**config.mk**
```make
export PLATFORM = sky130hd
export DESIGN_NAME = pwm_frame_loader_flat
export DESIGN_NICKNAME = d
export VERILOG_FILES = /design/src/rtl/pwm_frame_loader_if.sv /design/src/rtl/pwm_frame_loader.sv /design/src/flat_wrapper.sv
export SDC_FILE = /design/constraint.sdc
export NUM_CORES = 1
export LEC_CHECK = 0
export BUFFER_PORTS_ARGS = -buffer_cell sky130_fd_sc_hd__buf_2
export CAP_MARGIN = 20
export CELL_PAD_IN_SITES_DETAIL_PLACEMENT = 0
export CELL_PAD_IN_SITES_GLOBAL_PLACEMENT = 1
export CORE_MARGIN = 2
export CORE_UTILIZATION = 41
export DETAILED_ROUTE_END_ITERATION = 7
export GPL_TIMING_DRIVEN = 1
export PLACE_DENSITY = 0.77
export SYNTH_ARGS = -nofsm -noshare
export SYNTH_HDL_FRONTEND = slang
export SYNTH_SLANG_ARGS = --single-unit
```
**constraint.sdc**
```tcl
create_clock -name clkCore -period 2.7 [get_ports clkCore]
set_input_delay 0.135 -clock clkCore [delete_from_list [all_inputs] [get_ports clkCore]]
set_output_delay 0.135 -clock clkCore [all_outputs]
set_load 0.02 [all_outputs]
```
**src/rtl/pwm_frame_loader_if.sv**
```systemverilog
// pwm_frame_loader_if: valid/ready write port carrying new A/B counter limits
interface pwm_frame_loader_if #(parameter int W = 7);
  logic         wr_valid;
  logic         wr_ready;
  logic [W-1:0] wr_A;
  logic [W-1:0] wr_B;
  modport master (output wr_valid, wr_A, wr_B, input wr_ready);
  modport slave  (input wr_valid, wr_A, wr_B, output wr_ready);
endinterface

```
**src/rtl/pwm_frame_loader.sv**
```systemverilog
// pwm_frame_loader: frame strobe/enable generator with double-buffered A/B limits; optional write check via PWM_FRAME_LOADER_CHECK_EN
module pwm_frame_loader #(
  parameter int W       = 7,
  parameter int FRAME_W = 8
) (
  input  logic               clkCore,
  input  logic               reset,
  input  logic               start,
  input  logic               stop,
  input  logic [FRAME_W-1:0] frame_len,
  pwm_frame_loader_if.slave  wr,
  output logic [W-1:0]       A_val,
  output logic [W-1:0]       B_val,
  output logic               clkZ,
  output logic               en,
  output logic               err
);
  typedef enum logic [1:0] {S_IDLE, S_RUN, S_DRAIN} state_t;
  state_t             r_state, w_state_nx;
  logic [FRAME_W-1:0] r_p, r_len, w_p_nx, w_p_adv, w_len_nx;
  logic [W-1:0]       r_sh_a, r_sh_b, r_a, r_b;
  logic               r_pending, r_ready, r_clkz, r_en, r_err;
  logic               w_xfer, w_acc, w_bad, w_store, w_pend_nx;
  // Next state and phase: p counts down 1 -> 0 -> len-1 ... and a frame starts whenever p becomes 1
  always_comb begin
    w_p_adv    = (r_p == '0) ? r_len - FRAME_W'(1) : r_p - FRAME_W'(1);
    w_state_nx = r_state;
    w_p_nx     = w_p_adv;
    w_len_nx   = r_len;
    case (r_state)
      S_IDLE: begin
        w_p_nx = '0;
        if (start) begin
          w_state_nx = S_RUN;
          w_p_nx     = FRAME_W'(1);
          w_len_nx   = (frame_len < FRAME_W'(2)) ? FRAME_W'(2) : frame_len;
        end
      end
      S_RUN:   w_state_nx = (stop && !start) ? S_DRAIN : S_RUN;
      S_DRAIN: begin
        if (start) w_state_nx = S_RUN;
        else if (w_p_adv == FRAME_W'(1)) begin
          w_state_nx = S_IDLE;
          w_p_nx     = '0;
        end
      end
      default: begin
        w_state_nx = S_IDLE;
        w_p_nx     = '0;
      end
    endcase
  end
  // Shadow control: the transfer uses pre-edge shadow contents, a same-edge write only refills the shadow
  always_comb begin
    w_xfer    = (w_state_nx != S_IDLE) && (w_p_nx == FRAME_W'(1));
    w_acc     = wr.wr_valid && r_ready;
`ifdef PWM_FRAME_LOADER_CHECK_EN
    w_bad     = w_acc && ((wr.wr_A == '0) || (wr.wr_B >= wr.wr_A));
`else
    w_bad     = 1'b0;
`endif
    w_store   = w_acc && !w_bad;
    w_pend_nx = w_store || (r_pending && !w_xfer);
  end
  // State register: FSM state, frame phase and the length latched at start
  always_ff @(posedge clkCore) begin
    if (reset) begin
      r_state <= S_IDLE;
      r_p     <= '0;
      r_len   <= FRAME_W'(2);
    end else begin
      r_state <= w_state_nx;
      r_p     <= w_p_nx;
      r_len   <= w_len_nx;
    end
  end
  // Datapath: registered strobes, shadow register and active limits
  always_ff @(posedge clkCore) begin
    if (reset) begin
      r_clkz    <= 1'b0;
      r_en      <= 1'b0;
      r_err     <= 1'b0;
      r_pending <= 1'b0;
      r_ready   <= 1'b0;
      r_a       <= '0;
      r_b       <= '0;
      r_sh_a    <= '0;
      r_sh_b    <= '0;
    end else begin
      r_clkz    <= (r_state != S_IDLE) && (r_p == FRAME_W'(1));
      r_en      <= w_state_nx != S_IDLE;
      r_err     <= w_bad;
      r_pending <= w_pend_nx;
      r_ready   <= !w_pend_nx;
      if (w_xfer && r_pending) begin
        r_a <= r_sh_a;
        r_b <= r_sh_b;
      end
      if (w_store) begin
        r_sh_a <= wr.wr_A;
        r_sh_b <= wr.wr_B;
      end
    end
  end
  assign wr.wr_ready = r_ready;
  assign A_val       = r_a;
  assign B_val       = r_b;
  assign clkZ        = r_clkz;
  assign en          = r_en;
  assign err         = r_err;
endmodule

```
**src/flat_wrapper.sv**
```systemverilog
// flat-port wrapper written by rule: the top's interface ports become plain ports
module pwm_frame_loader_flat 
#(
  parameter int W       = 7,
  parameter int FRAME_W = 8
)
  (clkCore, reset, start, stop, frame_len, A_val, B_val, clkZ, en, err, wr_wr_valid, wr_wr_A, wr_wr_B, wr_wr_ready);
  pwm_frame_loader_if #(.W(W)) wr_i ();
  input  logic clkCore;
  input  logic reset;
  input  logic start;
  input  logic stop;
  input  logic [FRAME_W-1:0] frame_len;
  output logic [W-1:0] A_val;
  output logic [W-1:0] B_val;
  output logic clkZ;
  output logic en;
  output logic err;
  input wire logic [$bits(wr_i.wr_valid)-1:0] wr_wr_valid;
  input wire logic [$bits(wr_i.wr_A)-1:0] wr_wr_A;
  input wire logic [$bits(wr_i.wr_B)-1:0] wr_wr_B;
  output wire logic [$bits(wr_i.wr_ready)-1:0] wr_wr_ready;
  assign wr_i.wr_valid = wr_wr_valid;
  assign wr_i.wr_A = wr_wr_A;
  assign wr_i.wr_B = wr_wr_B;
  assign wr_wr_ready = wr_i.wr_ready;
  pwm_frame_loader #(.W(W), .FRAME_W(FRAME_W)) u_core (.clkCore(clkCore), .reset(reset), .start(start), .stop(stop), .frame_len(frame_len), .wr(wr_i), .A_val(A_val), .B_val(B_val), .clkZ(clkZ), .en(en), .err(err));
endmodule
```
; Yosys cells after proc, flatten, opt, wreduce, memory -nomap -nowiden
; Index checks and enable logic that the tools add are counted.
[classes]
magnitude_cmp = 1
n_mux = 11
reduce_logical = 15
addsub = 2
eq_ne = 5
[ops]
columns = operator, n
row1 = $mux 8, 4
row2 = $eq 8x1->1 const B, 3
row3 = $pmux 8 s3, 1
row4 = $sub 8x1->8 const B, 2
row5 = $logic_not 8->1, 1
row6 = $lt 8x2->1 const B, 1
row7 = $mux 2, 4
row8 = $logic_and 1x1->1, 6
row9 = $pmux 2 s3, 1
row10 = $reduce_bool 2->1, 2
row11 = $logic_not 1->1, 3
row12 = $eq 2x1->1 const B, 1
row13 = $eq 2x2->1 const B, 1
row14 = $logic_not 2->1, 1
row15 = $reduce_and 2->1, 1
row16 = $logic_or 1x1->1, 1
row17 = $mux 1, 1
[word_totals]
word_cells = 45
ff_bits = 50
input_bits = 27

; Depth between registers and ports, before layout
[logic_depth]
depth_word = 12
ltp_mapped = 12
ltp_nobuf = 9

; Worst setup path after synthesis
; Ideal clock, no wire load.
[synth_timing]
path_type = register -> register
start = register u_core.r_p[0]
end = register u_core.r_a[3] (netlist: u_core.A_val[3])
path_stages_with_launch = 13
t_required_ps = 2607
slack_ps = 317
period_less_slack_ps = 2383
setup_ps = 93
arrival_ps = 2290
path_cell_list = dfxtp_1 -> inv_1 -> ha_1 -> or3b_1 -> buf_2 -> nor2_8 -> a32oi_1 -> a2111o_1 -> nor3_2 -> buf_6 -> buf_6 -> a32oi_1 -> o311ai_2
[synth_via]
elab_chain_cells = 9
word_cells_on_any_way = 14
classes_between = add/sub: 1 / eq/ne: 2 / mux: 7 / reduce/logical: 4
[synth_lines]
columns = item, line_no
row1 = start: declaration, pwm_frame_loader.sv:20  ; logic [FRAME_W-1:0] r_p, r_len, w_p_nx, w_p_adv, w_len_nx;
row2 = start signal: assignment, pwm_frame_loader.sv:73  ; r_p <= w_p_nx;
row3 = $sub 8x1->8 / $logic_not 8->1 (equally long branches), pwm_frame_loader.sv:26  ; w_p_adv = (r_p == '0) ? r_len - FRAME_W'(1) : r_p - FRAME_W'(1);
row4 = $mux 8 *, pwm_frame_loader.sv:26
row5 = $eq 8x1->1, pwm_frame_loader.sv:42  ; else if (w_p_adv == FRAME_W'(1)) begin
row6 = $mux 8 / $mux 2 (equally long branches), pwm_frame_loader.sv:42
row7 = $mux 8 / $mux 2 (equally long branches), pwm_frame_loader.sv:41  ; if (start) w_state_nx = S_RUN;
row8 = $pmux 8 s3 / $pmux 2 s3 (equally long branches), pwm_frame_loader.sv:30  ; case (r_state)
row9 = $eq 8x1->1 / $reduce_bool 2->1 (equally long branches), pwm_frame_loader.sv:55  ; w_xfer = (w_state_nx != S_IDLE) && (w_p_nx == FRAME_W'(1));
row10 = $logic_and 1x1->1 *, pwm_frame_loader.sv:55
row11 = $logic_and 1x1->1 *, pwm_frame_loader.sv:95  ; if (w_xfer && r_pending) begin
row12 = end signal: assignment, pwm_frame_loader.sv:96  ; r_a <= r_sh_a;
row13 = end: declaration, pwm_frame_loader.sv:21  ; logic [W-1:0] r_sh_a, r_sh_b, r_a, r_b;
; Mark *: on every way between the ends. The rest lies on a longest branch, timed or not.
; A chain may end at the register's enable or synchronous reset.

; Worst setup path after layout
[layout_timing]
start = register u_core.r_p[0]
end = register u_core.r_b[5] (netlist: u_core.B_val[5])
[layout_via]
elab_chain_cells = 9
word_cells_on_any_way = 14
classes_between = add/sub: 1 / eq/ne: 2 / mux: 7 / reduce/logical: 4
[layout_lines]
columns = item, line_no
row1 = $sub 8x1->8 / $logic_not 8->1 (equally long branches), pwm_frame_loader.sv:26
row2 = $mux 8 *, pwm_frame_loader.sv:26
row3 = $eq 8x1->1, pwm_frame_loader.sv:42
row4 = $mux 8 / $mux 2 (equally long branches), pwm_frame_loader.sv:42
row5 = $mux 8 / $mux 2 (equally long branches), pwm_frame_loader.sv:41
row6 = $pmux 8 s3 / $pmux 2 s3 (equally long branches), pwm_frame_loader.sv:30
row7 = $eq 8x1->1 / $reduce_bool 2->1 (equally long branches), pwm_frame_loader.sv:55
row8 = $logic_and 1x1->1 *, pwm_frame_loader.sv:55
row9 = $logic_and 1x1->1 *, pwm_frame_loader.sv:95
row10 = end signal: assignment, pwm_frame_loader.sv:97  ; r_b <= r_sh_b;
row11 = end: declaration, pwm_frame_loader.sv:21
; Marked as above.

==> key figures <==
Critical path
  – Reg2reg start: u_core.r_p[0]
  – Worst r2r dst: u_core.B_val[5]
  – Max Fanout on Critical Path: 28
  – Max incr delay on CP: 0.45 ns
  – Worst Path Required: 2.90 ns
  – Worst setup SP type: register
  – Highest-delay cell along the critical path: or3b_4
  – Most common cell on crit path: a32oi_1
  – R2R Setup Slk: 0.18 ns
  – Worst Path Arrival: 2.72 ns
  – R2R depth: 10
  – Setup crit end kind: register
  – Worst path cell trace: inv_1 -> ha_1 -> or3b_4 -> nor2_8 -> a32oi_1 -> a2111o_1 -> nor3_4 -> buf_12 -> a32oi_1 -> o311ai_1
  – Setup Crit Path Kind: reg2reg

Cells and area
  – Area grow syn2layout: 12.0%
  – Filler instances: 623
  – Final #Nets: 375
  – Final std cells w/o fill: 421
  – ANT cells: 0
  – Layout cell share with drive strength beyond 1: 0.214

Clock tree
  – Clk root buf: clkbuf_8
  – CTS Buf Count: 5
  – CTS H-tree lvls: 2
  – Longest Clk Path Bufs: 2
  – CTS Sinks: 50
  – CTS tree: built
  – Hold_buf cts: 0
  – Worst-path clk slew: 0.09 ns
  – Clock latency on the worst-skew pair: 0.30 ns

Placement
  – Cell Count Post-Placement: 413
  – Hpwl dp: 4200 um
  – IO buf count: 43
  – RD Place Congestion: 0.847

Min path
  – Hold Path End: u_core.r_len[1]
  – Hold Path Depth: 3
  – HP Class: in2reg
  – Hold Crit Start: frame_len[1]

Timing
  – Slew @ Worst Pin: 0.638 ns
  – Pins Over Slew Limit: 0
  – Final setup viols: 0
  – F_max: 397 MHz
  – Setup TNS: 0 ns
  – RSZ-0062 raised after global routing: false
  – Final Hold Fails: 0
  – Max-slew headroom: 0.575
  – Final period util: 0.934
  – Clk_skew: 0.00833 ns
  – Fin crit period: 2.52 ns

Floorplanning
  – Core Region: 6030 um2
  – I/O pins: 45
  – Die width: 83.5 um
  – Num rows: 28
  – Die footprint: 6970 um2
  – Starting Density: 0.430
  – Die height: 83.5 um

Routing
  – Detail Route Antenna Nets: 0
  – 1st-iter DRT viols: 166
  – Total number of vias: 2292
  – Vias per Instance: 5.44
  – Initial DRT Pass Iterations: 5
  – DRC violations left: 0
  – Post-detailed-routing wire length: 5800 um
  – Avg WL per Cell: 13.8 um

Power
  – Int Pwr: 1.12 mW
  – LEAKAGE: 1.18 nW
  – Clk pwr share: 0.264
  – Total power: 1.64 mW
  – Switching power share of the total: 0.315
  – Combinational fraction of design power: 0.243
  – Worst VDD drop: 0.000215 V
  – Power Dens Cells: 564 nW/um2
  – Sequential Power Share: 0.493
  – P_sw: 0.515 mW

Synth
  – Flops & latches, synth: 50
  – Syn Area/Cell: 8.41 um2
  – Ys Warns: 0
  – Post-synth EDFFs: 0
  – Register area share after synthesis: 0.386
  – Synth async-reset ratio: 0
  – Share of the synthesized area in the top cell type: 0.386
  – Synth area leaders: dfxtp_1, nand2_1, a21oi_1
  – Most frequent cells after synthesis: nand2_1, dfxtp_1, a21oi_1, a32oi_1, and3_1
  – Count leader, synth: nand2_1
  – Syn Nets: 338
  – Top_reg_cell synth: dfxtp_1
  – Mapped Area: 2590 um2
  – Post-synth top area cell: dfxtp_1
  – Mapped Cells: 308
  – Cell variety after synth: 55

Status
  – Run status: finished, final reports clean

Global routing
  – Initial antenna violation count: 0
  – Vias in the first global route: 2047
  – Largest net degree at the start of global routing: 29
  – Global-route wire length before repair: 9740 um
  – Grt ovf: 0
  – Gr usage total: 0.168

Flow run
  – Maxcap violations: 0
-- through the flow --
stage	setup slack (ns)	cell area, um2	util	hold WS (ns)
3_3_place_gp	0.122	2810	0.467	0.375
2_1_floorplan	0.317	2590	-	0.213
3_5_place_dp	0.0488	2810	0.467	0.375
4_1_cts	0.0277	2900	0.481	0.0531
5_1_grt	0.0166	2900	0.482	0.0585
6_report	0.179	2900	0.482	0.0545
-- flip-flops by register name (all words and copies together), names as in the netlist --
signal	flops
u_core.B_val	7
u_core.A_val	7
u_core.r_state	2
u_core.r_p	8
u_core.r_len	8
u_core.r_sh_b	7
u_core.wr.wr_ready	1
u_core.clkZ	1
u_core.r_pending	1
u_core.r_sh_a	7
u_core.en	1
-- cell type report --
class	instances	area [um2]	area share
Sequential cell	50	1000	0.345
Timing Repair Buffer	51	300	0.103
Tap cell	75	93.8	0.0323
Inverter	9	33.8	0.0116
Clock buffer	6	72.6	0.0250
Multi-Input combinational cell	228	1390	0.478
Clock inverter	2	13.8	0.00474
-- kinds of logic (layout without fill, tap and decap cells) --
logic type | Yosys count | after routing | synth area share
buffers and inverters | 30 | 68 | 0.0830
AND/OR/NAND/NOR | 134 | 134 | 0.251
other | 1 | 1 | 0.00145
flip-flops | 50 | 50 | 0.386
XOR/XNOR | 6 | 6 | 0.0203
AO/OA/AOI/OAI | 82 | 82 | 0.235
adder cells (fa/ha/maj) | 3 | 3 | 0.0145
multiplexers | 2 | 2 | 0.00821
-- power by group through the flow --
| stage | sequential (mW) | clock [mW] | combinational, mW |
|---|---|---|---|
| 4_1_cts | 0.807 | 0.447 | 0.393 |
| 6_report | 0.808 | 0.433 | 0.398 |
| 3_3_place_gp | 0.823 | 0 | 0.391 |
| 3_5_place_dp | 0.824 | 0 | 0.391 |
| 5_1_grt | 0.814 | 0.474 | 0.439 |
| 2_1_floorplan | 0.823 | 0 | 0.299 |
-- worst max path at each step --
| stage | startpoint | to | slack [ns] | cells after the start |
|---|---|---|---|---|
| 2_1_floorplan | u_core.r_p[0] | u_core.A_val[3] | 0.32 | 12 |
| 3_3_place_gp | u_core.r_p[0] | u_core.r_state[1] | 0.12 | 9 |
| 3_5_place_dp | u_core.r_p[0] | u_core.r_state[1] | 0.05 | 9 |
| 4_1_cts | u_core.r_p[0] | u_core.r_state[1] | 0.03 | 9 |
| 5_1_grt | u_core.r_p[0] | u_core.B_val[2] | 0.02 | 10 |
| 6_report | u_core.r_p[0] | u_core.B_val[5] | 0.18 | 10 |
-- cells in the final DEF (no fill, tap or decap), types with 3 or more instances in the layout --
master and n:
nand2_1 75, dfxtp_1 50, buf_2 43, a21oi_1 31, a32oi_1 15, and3_1 15, nor2_1 11, o311ai_1 9
inv_1 8, nor3_1 7, buf_4 6, xnor2_1 5, o311ai_2 5, clkbuf_8 5, a211oi_1 4, nor2b_1 4
or3_1 3, o21ai_0 3, nor4_1 3, nand3_1 3, ha_1 3
-- layer usage --
metal,global-route usage,share of wire,vias to the layer above
met1,0.263,0.54,1025
met3,0.0396,0.072,5
met4,0.0455,0.0098,0
li1,-,-,1186
met5,0,0,-
met2,0.226,0.38,76
-- repair_timing --
item / in CTS / in global routing
setup buffers: 0 / 0
endpoints found under the setup margin: 0 / 18
resized for setup: 0 / 2
-- worst max-delay path: cells and delay by family, from the launching register on --
kind                     cells  cell delay [ns]
AO/OA/AOI/OAI                4             0.73
adder cells (fa/ha/maj)      1             0.18
buffers and inverters        2             0.28
flip-flops                   1             0.37
AND/OR/NAND/NOR              3             0.86
(Power assumes the default switching activity.)
